$ cat config.mk
export PLATFORM = sky130hd
export DESIGN_NAME = adder_sum_accumulator_flat
export DESIGN_NICKNAME = d
export VERILOG_FILES = /design/src/rtl/adder_sum_accumulator_if.sv /design/src/rtl/adder_sum_accumulator.sv /design/src/flat_wrapper.sv
export SDC_FILE = /design/constraint.sdc
export NUM_CORES = 1
export LEC_CHECK = 0
export CAP_MARGIN = 30
export CORE_UTILIZATION = 51
export CTS_BUF_LIST = sky130_fd_sc_hd__clkbuf_8
export DETAILED_ROUTE_END_ITERATION = 7
export PLACE_DENSITY = 0.78
export SLEW_MARGIN = 20
export SYNTH_ARGS = -nofsm -noshare
export SYNTH_HDL_FRONTEND = slang
export SYNTH_SLANG_ARGS = --single-unit
$ cat constraint.sdc
create_clock -name clk -period 2.32 [get_ports clk]
set_input_delay 0.696 -clock clk [delete_from_list [all_inputs] [get_ports clk]]
set_output_delay 0.696 -clock clk [all_outputs]
set_load 0.01 [all_outputs]
$ cat src/rtl/adder_sum_accumulator_if.sv
// Bus between the adder stage, the frame accumulator and the frame consumer.
// The master side drives the adder sum and consumer ready; the slave side is the accumulator.
interface adder_sum_accumulator_if #(
    parameter int IN_W  = 5,
    parameter int ACC_W = 12
);
    logic [IN_W-1:0]  c;
    logic             valid;
    logic [ACC_W-1:0] out_sum;
    logic             out_ovf;
    logic             out_valid;
    logic             out_ready;
    logic [7:0]       frame_drops;
    logic             busy;

    modport master (
        output c, valid, out_ready,
        input  out_sum, out_ovf, out_valid, frame_drops, busy
    );

    modport slave (
        input  c, valid, out_ready,
        output out_sum, out_ovf, out_valid, frame_drops, busy
    );
endinterface

$ cat src/rtl/adder_sum_accumulator.sv
// Sums FRAME_LEN valid adder outputs into a saturating total and offers each total on a
// single-entry valid/ready register; frames arriving while that register is stalled are dropped.
module adder_sum_accumulator #(
    parameter int IN_W      = 5,
    parameter int ACC_W     = 12,
    parameter int FRAME_LEN = 4
) (
    input logic                    clk,
    input logic                    rst,
    adder_sum_accumulator_if.slave bus
);

    localparam logic [0:0] ST_EMPTY = 1'b0;
    localparam logic [0:0] ST_FULL  = 1'b1;

    logic [ACC_W-1:0] acc_q, acc_d;
    logic             acc_ovf_q, acc_ovf_d;
    logic [7:0]       cnt_q, cnt_d;
    logic [0:0]       state_q, state_d;
    logic [ACC_W-1:0] out_sum_q, out_sum_d;
    logic             out_ovf_q, out_ovf_d;
    logic [7:0]       drops_q, drops_d;
    logic             busy_q, busy_d;

    logic [ACC_W:0]   sum_wide;
    logic [ACC_W-1:0] nxt;
    logic             step_ovf;
    logic             frame_done;
    logic             out_free;

    // One spare bit catches the carry that marks saturation.
    assign sum_wide   = {1'b0, acc_q} + {{(ACC_W + 1 - IN_W){1'b0}}, bus.c};
    assign step_ovf   = sum_wide[ACC_W];
    assign nxt        = step_ovf ? {ACC_W{1'b1}} : sum_wide[ACC_W-1:0];
    assign frame_done = bus.valid && (cnt_q == 8'(FRAME_LEN - 1));
    assign out_free   = (state_q == ST_EMPTY) || bus.out_ready;

    always_comb begin
        // NOTE: every variable gets a default first so no path leaves it unassigned (no latch).
        acc_d     = acc_q;
        acc_ovf_d = acc_ovf_q;
        cnt_d     = cnt_q;
        state_d   = state_q;
        out_sum_d = out_sum_q;
        out_ovf_d = out_ovf_q;
        drops_d   = drops_q;

        if (frame_done) begin
            acc_d     = '0;
            acc_ovf_d = 1'b0;
            cnt_d     = 8'd0;
            if (out_free) begin
                out_sum_d = nxt;
                out_ovf_d = acc_ovf_q | step_ovf;
            end else if (drops_q != 8'hFF) begin
                drops_d = drops_q + 8'd1;
            end
        end else if (bus.valid) begin
            acc_d     = nxt;
            acc_ovf_d = acc_ovf_q | step_ovf;
            cnt_d     = cnt_q + 8'd1;
        end

        case (state_q)
            ST_EMPTY: if (frame_done) state_d = ST_FULL;
            ST_FULL:  if (bus.out_ready && !frame_done) state_d = ST_EMPTY;
            default:  state_d = ST_EMPTY;
        endcase

        busy_d = (cnt_d != 8'd0);
    end

    always_ff @(posedge clk or negedge rst) begin
        if (!rst) begin
            acc_q     <= '0;
            acc_ovf_q <= 1'b0;
            cnt_q     <= 8'd0;
            state_q   <= ST_EMPTY;
            out_sum_q <= '0;
            out_ovf_q <= 1'b0;
            drops_q   <= 8'd0;
            busy_q    <= 1'b0;
        end else begin
            // NOTE: non-blocking updates so every register samples pre-edge values.
            acc_q     <= acc_d;
            acc_ovf_q <= acc_ovf_d;
            cnt_q     <= cnt_d;
            state_q   <= state_d;
            out_sum_q <= out_sum_d;
            out_ovf_q <= out_ovf_d;
            drops_q   <= drops_d;
            busy_q    <= busy_d;
        end
    end

    assign bus.out_sum     = out_sum_q;
    assign bus.out_ovf     = out_ovf_q;
    assign bus.out_valid   = (state_q == ST_FULL);
    assign bus.frame_drops = drops_q;
    assign bus.busy        = busy_q;

endmodule

$ cat src/flat_wrapper.sv
// flat-port wrapper written by rule: the top's interface ports become plain ports
module adder_sum_accumulator_flat 
#(
    parameter int IN_W      = 5,
    parameter int ACC_W     = 12,
    parameter int FRAME_LEN = 4
)
  (clk, rst, bus_c, bus_valid, bus_out_ready, bus_out_sum, bus_out_ovf, bus_out_valid, bus_frame_drops, bus_busy);
  adder_sum_accumulator_if #(.IN_W(IN_W), .ACC_W(ACC_W)) bus_i ();
  input logic clk;
  input logic rst;
  input wire logic [$bits(bus_i.c)-1:0] bus_c;
  input wire logic [$bits(bus_i.valid)-1:0] bus_valid;
  input wire logic [$bits(bus_i.out_ready)-1:0] bus_out_ready;
  output wire logic [$bits(bus_i.out_sum)-1:0] bus_out_sum;
  output wire logic [$bits(bus_i.out_ovf)-1:0] bus_out_ovf;
  output wire logic [$bits(bus_i.out_valid)-1:0] bus_out_valid;
  output wire logic [$bits(bus_i.frame_drops)-1:0] bus_frame_drops;
  output wire logic [$bits(bus_i.busy)-1:0] bus_busy;
  assign bus_i.c = bus_c;
  assign bus_i.valid = bus_valid;
  assign bus_i.out_ready = bus_out_ready;
  assign bus_out_sum = bus_i.out_sum;
  assign bus_out_ovf = bus_i.out_ovf;
  assign bus_out_valid = bus_i.out_valid;
  assign bus_frame_drops = bus_i.frame_drops;
  assign bus_busy = bus_i.busy;
  adder_sum_accumulator #(.IN_W(IN_W), .ACC_W(ACC_W), .FRAME_LEN(FRAME_LEN)) u_core (.clk(clk), .rst(rst), .bus(bus_i));
endmodule
==> results of run 1 <==
[final cells by class]
| class | instances | area [µm²] | share of cell area [%] |
|---|---|---|---|
| multi-input combinational | 172 | 1230 | 38.8 |
| sequential | 44 | 1100 | 34.8 |
| timing repair buffer | 69 | 614 | 19.4 |
| clock buffer | 5 | 68.8 | 2.17 |
| tap | 50 | 62.6 | 1.98 |
| clock inverter | 2 | 60.1 | 1.90 |
| inverter | 8 | 30.0 | 0.949 |
[placed cells by master (no fill, tap or decap), types with 6 or more instances in the layout]
cell             count
o22ai_1              6
dfrtp_1             44
inv_1                8
nand3_1              7
xor2_1               9
o21ai_0             13
buf_4               35
xnor2_1             12
clkdlybuf4s50_1     27
nor2_1              23
a21oi_1              6
nand2_1             23
[worst min-delay path by stage]
stage | end | slack (ns) | cells after the start
5_1_grt | u_core.bus.out_ovf$_DFFE_PN0P_ | 0.50 | 2
2_1_floorplan | u_core.acc_ovf_q$_DFFE_PN0P_ | 0.40 | 0
3_3_place_gp | u_core.bus.out_sum[8]$_DFFE_PN0P_ | 0.45 | 2
3_5_place_dp | u_core.bus.out_ovf$_DFFE_PN0P_ | 0.47 | 2
4_1_cts | u_core.bus.frame_drops[1]$_DFFE_PN0P_ | 0.48 | 2
6_report | u_core.acc_q[1]$_DFFE_PN0P_ | 0.46 | 2
[worst max-delay path, delay by kind of cell]
kind            cells  cell delay (ns)
compound gates      4             0.83
fa+ha+maj           2             0.55
buf+inv             2             0.36
simple gates        1             0.05
[cells by family after synthesis]
group / count (synthesis) / share of synthesized area, %
buffers and inverters: 15 / 2.91
flip-flops: 44 / 48.2
adder cells (fa/ha/maj): 8 / 4.71
AND/OR/NAND/NOR: 79 / 16.2
multiplexers: 2 / 0.932
AO/OA/AOI/OAI: 62 / 18.9
XOR/XNOR: 21 / 8.06
[metal layers]
metal / vias up / share of wire, %
li1: 960 / -
met1: 976 / 42
met2: 57 / 51
met3: 15 / 4.5
met4: 0 / 2.2
met5: - / 0
[flip-flops by register name, indices dropped and copies added (netlist names)]
| register | cells |
|---|---|
| u_core.acc_ovf_q | 1 |
| u_core.acc_q | 12 |
| u_core.bus.busy | 1 |
| u_core.bus.frame_drops | 8 |
| u_core.bus.out_ovf | 1 |
| u_core.bus.out_sum | 12 |
| u_core.bus.out_valid | 1 |
| u_core.cnt_q | 8 |
[report_power, final]
| part | total [W] | switching (W) | internal (W) |
|---|---|---|---|
| sequential | 0.00114 | 0.000166 | 0.000971 |
| combinational | 0.00150 | 0.000716 | 0.000789 |
| clock | 0.000684 | 0.000260 | 0.000424 |
[timing repair]
action	4_1_cts	5_1_grt
setup endpoints to repair	34	26
gates resized for setup	18	11
hold endpoints to repair	0	0
buffers inserted	4	1
pin swaps	10	5
[through the flow]
step | setup slack, ns | hold WS (ns)
final | 0.0566 | 0.463
after global routing | 0.00542 | 0.503
after CTS | 0.00742 | 0.479
after detailed placement | -0.635 | 0.468
after global placement | -0.560 | 0.449
after floorplan | 0.0158 | 0.400
==> reports/qor.yml, run 1 <==
r2r-start: "u_core.cnt_q[3]$_DFF_PN0_"
synth.area.top_cells: "dfrtp_1, xnor2_1, nand2_1"
powerDensity_nw_per_um2: 1050
grt_max_degree: 45
syn2layout_area_growth_pct: 38.7
async_reset_ff_share_pct: 100
p_leak_nw: 1.47
status: "finished clean"
min_period_ns: 2.26
worst_slew_pin_slew_ns: 0.540
diodes: 0
path_cells: "dlygate4sd2_1 > ha_2 > fa_2 > a211oi_4 > o21ba_4 > buf_4 > nor2_1 > o21ai_0 > a22o_1"
via_count: 2008
drive_gt1_share_pct: 22.3
port_buffers: 31
synth_area_um2: 2280
fin_nets: 317
cp_max_fo: 4
clkLatencyLatePin_ns: 0.30
gp_congestion: 0.856
slew_viol_final: 0
postCtsHoldBufs: 0
design_area_um2: 3170
fin_skew_ns: 0.00729
ys_types: 48
crit_slowest_cell: "fa_2"
yosysSeqAreaShare_pct: 48.2
io_pins: 32
finish.utilization_pct: 76.4
synth_common_cells: "dfrtp_1, nand2_1, nor2_1"
slowest_delay_ns: 0.37
synthCells: 231
post-place-cells: 338
setup_viol: 0
regToRegEndpoint: "u_core.bus.frame_drops[1]$_DFFE_PN0P_"
htreeDepth: 2
drtIter0Drc: 211
placementRows: 23
yosys.area.top_type_share_pct: 48.2
slew_headroom_pct: 64.0
max-cap-violations: 0
die_height_um: 68.9
hold_violations: 0
cp-start-kind: "primary input"
hold_class: "primary input to asynchronous set/reset pin"
yosysTopAreaCell: "dfrtp_1"
dp.final_hpwl_mm: 3.64
top_usage_layer: "met2"
ff2ff_setup_slack_ns: 0.07
grtUsageMet2_pct: 47.5
yosys_warnings: 0
synth.most_common_cell: "dfrtp_1"
dr.pass1.iters: 4
cts_buffer_depth: 2
tritoncts: "yes"
cts.sinks: 44
max_freq_ghz: 0.442
synth-edff-count: 0
grt_pass1_vias: 2005
end_kind: "flip-flop"
dieArea_um2: 4750
clockRootBuffer: "clkbuf_8"
cp-endpoint: "u_core.acc_q[8]$_DFFE_PN0P_"
via_per_inst: 5.74
worstPathRequired_ns: 2.56
syn_nets: 248
avgSynthCellArea_um2: 9.88
grt_pass1_wl_mm: 8.86
wl_mm: 5.44
clk_pin_slew_ns: 0.08
post-route-period-util_pct: 97.6
synth_top_flop_cell: "dfrtp_1"
ff2ff_path_depth: 5
cp.arrival_ns: 2.50
met1_usage_pct: 28.8
core_um2: 4140
grtUsageMet3_pct: 5.76
overflow: 0
post_drt_wl_per_cell_um: 15.5
yosys_register_bits: 44
stdcell_count: 350
ir_drop_mv: 0.597
antenna_found_initial: 0
fill_cells: 296
worstSetupStartpoint: "bus_c[0]"
setup_tns_ns: 0
cts_buffers: 5
place_area_um2: 2890
rsz0062_at_grt: "false"
grt_usage_pct: 26.1
ant_nets: 0
fp.dieW_um: 68.9
start_util_pct: 55.1
path_class: "primary input to flip-flop"
p_total_w: 0.00333
drc_errors: 0
Note: power is estimated with default switching activity, not from simulation.
==> inputs of run 2 (changes only) <==
--- a/constraint.sdc
+++ b/constraint.sdc
@@ -3,2 +3,2 @@
 set_output_delay 0.696 -clock clk [all_outputs]
-set_load 0.01 [all_outputs]
+set_load 0.005 [all_outputs]
==> results of run 2 <==
The final DEF is identical to that of run 1. Status: finished clean.
Among the figures that moved: total power 0.00333 W -> 0.00329 W
